==> config.mk <==
export PLATFORM = sky130hd
export DESIGN_NAME = ray_hit_accumulator
export DESIGN_NICKNAME = d
export VERILOG_FILES = /design/src/rtl/ray_hit_accumulator_pkg.sv /design/src/rtl/hit_min_tree.sv /design/src/rtl/ray_hit_accumulator.sv
export SDC_FILE = /design/constraint.sdc
export NUM_CORES = 1
export LEC_CHECK = 0
export BUFFER_PORTS_ARGS = -buffer_cell sky130_fd_sc_hd__buf_2
export CORE_AREA = 2 2 201 203
export CTS_BUF_LIST = sky130_fd_sc_hd__clkbuf_8
export DETAILED_ROUTE_END_ITERATION = 16
export DIE_AREA = 0 0 203 205
export PLACE_DENSITY = 0.75
export SLEW_MARGIN = 10
export SYNTH_ARGS = -nofsm -noshare
export SYNTH_HDL_FRONTEND = slang
export SYNTH_SLANG_ARGS = --single-unit
==> constraint.sdc <==
create_clock -name clk -period 10.35 [get_ports clk]
set_input_delay 0.5175 -clock clk [delete_from_list [all_inputs] [get_ports clk]]
set_output_delay 0.5175 -clock clk [all_outputs]
set_load 0.02 [all_outputs]
==> src/rtl/ray_hit_accumulator_pkg.sv <==
// Shared types for the ray hit accumulator: HitData record, Q16.16 fixed helpers,
// FSM state enum and accumulator initial value.
package ray_hit_accumulator_pkg;

    typedef logic signed [31:0] fixed_t;

    localparam fixed_t FixedInf = 32'sh7FFF_FFFF;

    typedef struct packed {
        logic        bHit;
        fixed_t      T;
        logic [31:0] PI;
        logic [15:0] U;
        logic [15:0] V;
    } hit_data_t;

    typedef enum logic [2:0] {
        StIdle,
        StAccum,
        StDrain,
        StFlush,
        StDone
    } hit_accum_state_e;

    localparam hit_data_t HitAccumInit = '{bHit: 1'b0, T: FixedInf, PI: '0, U: '0, V: '0};

    function automatic logic fixed_lt(input fixed_t a, input fixed_t b);
        return a < b;
    endfunction

    // a is always the lower-index operand, so returning a on ties keeps lowest index.
    function automatic hit_data_t hit_pick(input hit_data_t a, input hit_data_t b,
                                           input logic any_mode);
        if (any_mode) begin
            return a.bHit ? a : b;
        end
        return (b.bHit && (!a.bHit || fixed_lt(b.T, a.T))) ? b : a;
    endfunction

endpackage

==> src/rtl/hit_min_tree.sv <==
// Combinational pairwise reduction of WIDTH hit lanes to one: closest hit, or
// lowest-index hit in any mode. Lanes beyond WIDTH are padded as no-hit.
module hit_min_tree
    import ray_hit_accumulator_pkg::*;
#(
    parameter int unsigned WIDTH = 4
) (
    input  hit_data_t [WIDTH-1:0] lanes,
    input  logic                  any_mode,
    output hit_data_t             best
);

    localparam int Levels   = (WIDTH > 1) ? $clog2(WIDTH) : 0;
    localparam int PadWidth = 1 << Levels;

    for (genvar l = 0; l <= Levels; l++) begin : g_lvl
        hit_data_t node [PadWidth >> l];
        if (l == 0) begin : g_leaf
            for (genvar k = 0; k < PadWidth; k++) begin : g_k
                if (k < int'(WIDTH)) begin : g_lane
                    assign node[k] = lanes[k];
                end else begin : g_pad
                    assign node[k] = '0;
                end
            end
        end else begin : g_red
            for (genvar k = 0; k < (PadWidth >> l); k++) begin : g_k
                assign node[k] = hit_pick(g_lvl[l-1].node[2*k], g_lvl[l-1].node[2*k+1],
                                          any_mode);
            end
        end
    end

    assign best = g_lvl[Levels].node[0];

endmodule

==> src/rtl/ray_hit_accumulator.sv <==
// Multi-batch closest-hit / any-hit reducer with early-out for shadow rays.
// Define HIT_ACCUM_STATS_EN to enable the saturating accepted-beat counter.
`ifndef BVH_AABB_TEST_UNIT_SIZE
`define BVH_AABB_TEST_UNIT_SIZE 4
`endif

module ray_hit_accumulator
    import ray_hit_accumulator_pkg::*;
#(
    parameter int unsigned WIDTH = `BVH_AABB_TEST_UNIT_SIZE,
    parameter int unsigned CNT_W = 16
) (
    input  logic                  clk,
    input  logic                  reset,
    input  logic                  start,
    input  logic                  any_mode,
    input  logic                  in_valid,
    output logic                  in_ready,
    input  hit_data_t [WIDTH-1:0] in_hit_data,
    input  logic                  in_last,
    output logic                  out_valid,
    input  logic                  out_ready,
    output hit_data_t             out_hit_data,
    output logic                  out_any_hit,
    output logic                  early_out,
    output logic                  busy,
    output logic [CNT_W-1:0]      out_batch_count
);

    hit_accum_state_e state_q, state_d;
    hit_data_t        acc_q, s1_q, batch_best;
    logic             s1_valid_q, any_q, early_q;
    logic             fire, start_acc, merge, any_hit_event;

    hit_min_tree #(
        .WIDTH (WIDTH)
    ) u_min_tree (
        .lanes    (in_hit_data),
        .any_mode (any_q),
        .best     (batch_best)
    );

    assign in_ready  = (state_q == StAccum) || (state_q == StDrain);
    assign fire      = in_valid && in_ready;
    assign start_acc = (state_q == StIdle) && start;

    // Once the accumulator holds a hit in any mode it is frozen.
    assign merge = s1_valid_q && s1_q.bHit &&
                   (any_q ? !acc_q.bHit : fixed_lt(s1_q.T, acc_q.T));
    assign any_hit_event = s1_valid_q && any_q && s1_q.bHit && !acc_q.bHit;

    always_comb begin
        state_d = state_q;
        unique case (state_q)
            StIdle:  if (start) state_d = StAccum;
            StAccum: begin
                if (fire && in_last)    state_d = StFlush;
                else if (any_hit_event) state_d = StDrain;
            end
            StDrain: if (fire && in_last) state_d = StFlush;
            StFlush: state_d = StDone;
            StDone:  if (out_ready) state_d = StIdle;
            default: state_d = StIdle;
        endcase
    end

    always_ff @(posedge clk or posedge reset) begin
        if (reset) begin
            state_q    <= StIdle;
            acc_q      <= '0;
            s1_q       <= '0;
            s1_valid_q <= 1'b0;
            any_q      <= 1'b0;
            early_q    <= 1'b0;
        end else begin
            state_q    <= state_d;
            s1_valid_q <= fire && (state_q == StAccum);
            if (fire) s1_q <= batch_best;
            if (start_acc) begin
                acc_q   <= HitAccumInit;
                any_q   <= any_mode;
                early_q <= 1'b0;
            end else begin
                if (merge) acc_q <= s1_q;
                if (any_hit_event) begin
                    early_q <= 1'b1;
                end else if (state_q == StDone && out_ready) begin
                    early_q <= 1'b0;
                end
            end
        end
    end

    assign out_valid    = (state_q == StDone);
    assign busy         = (state_q != StIdle);
    assign out_hit_data = acc_q;
    assign out_any_hit  = acc_q.bHit;
    assign early_out    = early_q;

`ifdef HIT_ACCUM_STATS_EN
    logic [CNT_W-1:0] cnt_q;

    always_ff @(posedge clk or posedge reset) begin
        if (reset) begin
            cnt_q <= '0;
        end else if (start_acc) begin
            cnt_q <= '0;
        end else if (fire && (cnt_q != {CNT_W{1'b1}})) begin
            cnt_q <= cnt_q + 1'b1;
        end
    end

    assign out_batch_count = cnt_q;
`else
    assign out_batch_count = '0;
`endif

endmodule

==> flow_metrics.py <==
metrics = {
    "outcome": {
        "outcome": "completed",
    },
    "critical_path": {
        "cp_max_fo": 111,
        "rrSetupSlack_ns": 3.67,
        "critPathLaunch": "in_hit_data[281]",
        "path_common_cell": "buf_4",
        "cp.buffers_inverters": 6,
        "worstSetupEndpointType": "flip-flop",
        "reg2reg_depth": 18,
        "required_ns": 10.77,
        "reg2reg_to": "s1_q[29]$_DFFE_PP0P_",
        "reg2reg_from": "any_q$_DFFE_PP0P_",
        "cp_top_family": "compound AO/OA/AOI/OAI gates",
        "crit_path_top_delay_cell": "a2111oi_1",
        "cp-start-kind": "input pin",
        "slowest_delay_ns": 0.91,
        "worstSetupPathType": "in -> reg",
        "critPathArrivalTime_ns": 7.89,
    },
    "yosys": {
        "synth.ff_latch_count": 200,
        "synth_edf_count": 0,
        "ys_types": 56,
        "postSynthCellCount": 2392,
        "yosys_most_used_dff": "dfrtp_1",
        "synth_area_mm2": 0.0182,
        "ys_seq_area_share_pct": 27.5,
        "yosysWarnings": 0,
        "async_flop_share_pct": 100,
        "syn_area_per_cell_um2": 7.60,
    },
    "routing": {
        "vias_per_cell": 6.30,
        "drtIter0Drc": 1832,
        "firstDrtPassIters": 6,
        "wl_um": 72600,
        "drc": 0,
        "vias": 20720,
        "wl_per_cell_um": 22.1,
        "ant_nets": 0,
    },
    "placed_design": {
        "gp_congestion": 0.923,
        "dp_slack_ns": 2.40,
        "hpwl_um": 50000,
        "numPortBuffers": 496,
    },
    "clock_tree": {
        "holdBufCountCts": 0,
        "ctsResizeCount": 0,
        "htree_levels": 4,
        "cts-root-buf": "clkbuf_8",
        "numCtsBuffers": 17,
        "cts_buffer_depth": 2,
        "cts.sinks": 200,
        "cts_tree": "built",
        "cts_setup_buffers": 0,
        "path_clk_slew_ns": 0.11,
        "clk_latency_ns": 0.53,
    },
    "sta": {
        "tightest_slew_ns": 1.26,
        "hold_ws_ns": 0.201,
        "finalMaxSlewViolations": 0,
        "max_freq_ghz": 0.134,
        "hold_viol_final": 0,
        "skew_ns": 0.0215,
        "fin_tns_setup_ns": 0,
        "fin_crit_sh_pct": 72.2,
        "rsz0062_at_grt": "no",
        "slew_headroom_pct": 16.1,
        "fin_crit_ns": 7.47,
        "setup_viol": 0,
        "fin_ws_ns": 2.88,
    },
    "pwr": {
        "design_power_total_uw": 5100,
        "vdd_ir_drop_max_uv": 147,
        "p_leak_uw": 0.0109,
        "p_per_area_mw_per_mm2": 239,
    },
    "floorplanning": {
        "core-area_mm2": 0.0394,
        "die_y_um": 205,
        "io_pins": 513,
        "die_w_um": 203,
        "start_util_pct": 46.2,
        "fp.dieArea_mm2": 0.0416,
        "row_count": 73,
    },
    "min_path": {
        "min_from": "out_ready",
        "holdCritPathClass": "in -> reg",
        "holdPathStages": 2,
        "min_to": "state_q[2]$_DFFE_PP0P_",
    },
    "global_routing": {
        "antenna_found_initial": 23,
        "grt_usage_pct": 33.8,
        "overflow": 0,
        "grt_pass1_vias": 19357,
        "grt_pass1_wl_um": 110000,
        "grt_max_degree": 136,
    },
    "final_layout": {
        "final_cell_mix": "495 x buf_2, 387 x nand2_1, 221 x o21ai_0, 200 x dfrtp_1, 145 x nand3_1",
        "fill_cells": 3750,
        "area_growth_pct": 17.3,
        "drive_gt1_share_pct": 21.1,
        "finalNetCount": 3248,
        "post-route-util_pct": 54.2,
        "final_common_cell": "buf_2",
    },
    "flow_run": {
        "maxCapViolCount": 0,
    },
}
cell usage after synthesis, types with 3 or more instances:
master     count  area [um^2]
nand2_1      390         1460
o21ai_0      221         1110
dfrtp_1      200         5000
clkbuf_1     158          593
nand3_1      145          726
inv_1        139          522
mux2i_1      129         1290
ha_1         124         1550
nor2_1       100          375
and2_1        72          450
and3_1        69          432
nor4_1        68          425
o31ai_1       66          495
a32oi_1       65          569
a211oi_1      64          480
a21oi_1       36          180
a221o_1       33          330
o211ai_1      32          240
a21o_1        29          218
nor2b_1       28          175
buf_2         26          130
o221ai_1      26          228
a211o_1       25          219
buf_1         21         78.8
nor3_1        21          105
nand4_1       19          119
buf_4         17          128
nand2b_1       8         50.1
a311oi_1       7         61.3
o311ai_0       6         52.6
a22oi_1        4         30.0
o21ai_1        4         20.0
or3_1          4         25.0
a2111oi_0      3         26.3
o21a_1         3         22.5
or2_2          3         18.8
kinds of logic (layout without fill, tap and decap cells):
kind of cell	Yosys count	in the layout	share of synthesized area, %
AO/OA/AOI/OAI	642	642	24.4
adder cells (fa/ha/maj)	124	124	8.54
buffers and inverters	361	695	7.99
flip-flops	200	200	27.5
multiplexers	130	130	7.17
other	1	38	0.0206
AND/OR/NAND/NOR	934	934	24.3
worst max-delay path by stage:
stage	slack [ns]	cells after the start	to
final	2.88	26	s1_q[29]$_DFFE_PP0P_
after global routing	2.42	25	s1_q[88]$_DFFE_PP0P_
after floorplan	4.38	1	any_q$_DFFE_PP0P_
after CTS	2.98	25	s1_q[88]$_DFFE_PP0P_
after detailed placement	2.40	25	s1_q[95]$_DFFE_PP0P_
after global placement	2.64	25	s1_q[93]$_DFFE_PP0P_
flip-flops by register name, indices dropped and copies added, names as in the netlist:
register and flops:
s1_q 97, out_hit_data 96, state_q 3, any_q 1, early_out 1, out_any_hit 1
s1_valid_q 1
where the power goes:
part           leakage [uW]  switching (uW)  total, uW  internal (uW)
Sequential          0.00248             243       1350           1110
Clock              0.000258             316        658            341
Combinational       0.00816            1930       3090           1150
Total                0.0109            2490       5100           2600
metrics by stage:
stage          instances  cell area, um^2
2_1_floorplan       2407            18200
5_1_grt             3277            21300
4_1_cts             3266            21300
3_5_place_dp        3235            20800
6_report            3288            21300
3_3_place_gp        3235            20800
worst register-to-register path, delay by kind of cell, from the launching register on:
kind / cells / cell delay (ns)
AOI/OAI and AO/OA: 12 / 2.81
buffers and inverters: 2 / 1.47
DFF: 1 / 1.02
muxes: 1 / 0.49
and+or+nand+nor: 2 / 0.48
adders and majority gates: 1 / 0.31
layer usage:
layer / track usage (%) / wire, um
met3: 5.97 / 7030
met2: 56.4 / 34300
met4: 15.6 / 3400
met5: 0 / 116
met1: 42.6 / 27800
final cells by class:
class	instances	area (um^2)	share of cell area, %
Tap cell	525	657	3.08
Inverter	139	531	2.49
Antenna cell	22	55.1	0.258
Timing Repair Buffer	525	2700	12.7
Multi-Input combinational cell	1846	11900	55.7
Clock buffer	18	248	1.16
Sequential cell	200	5000	23.5
Clock inverter	13	248	1.16
No activity file was read; power rests on OpenSTA's default activity.
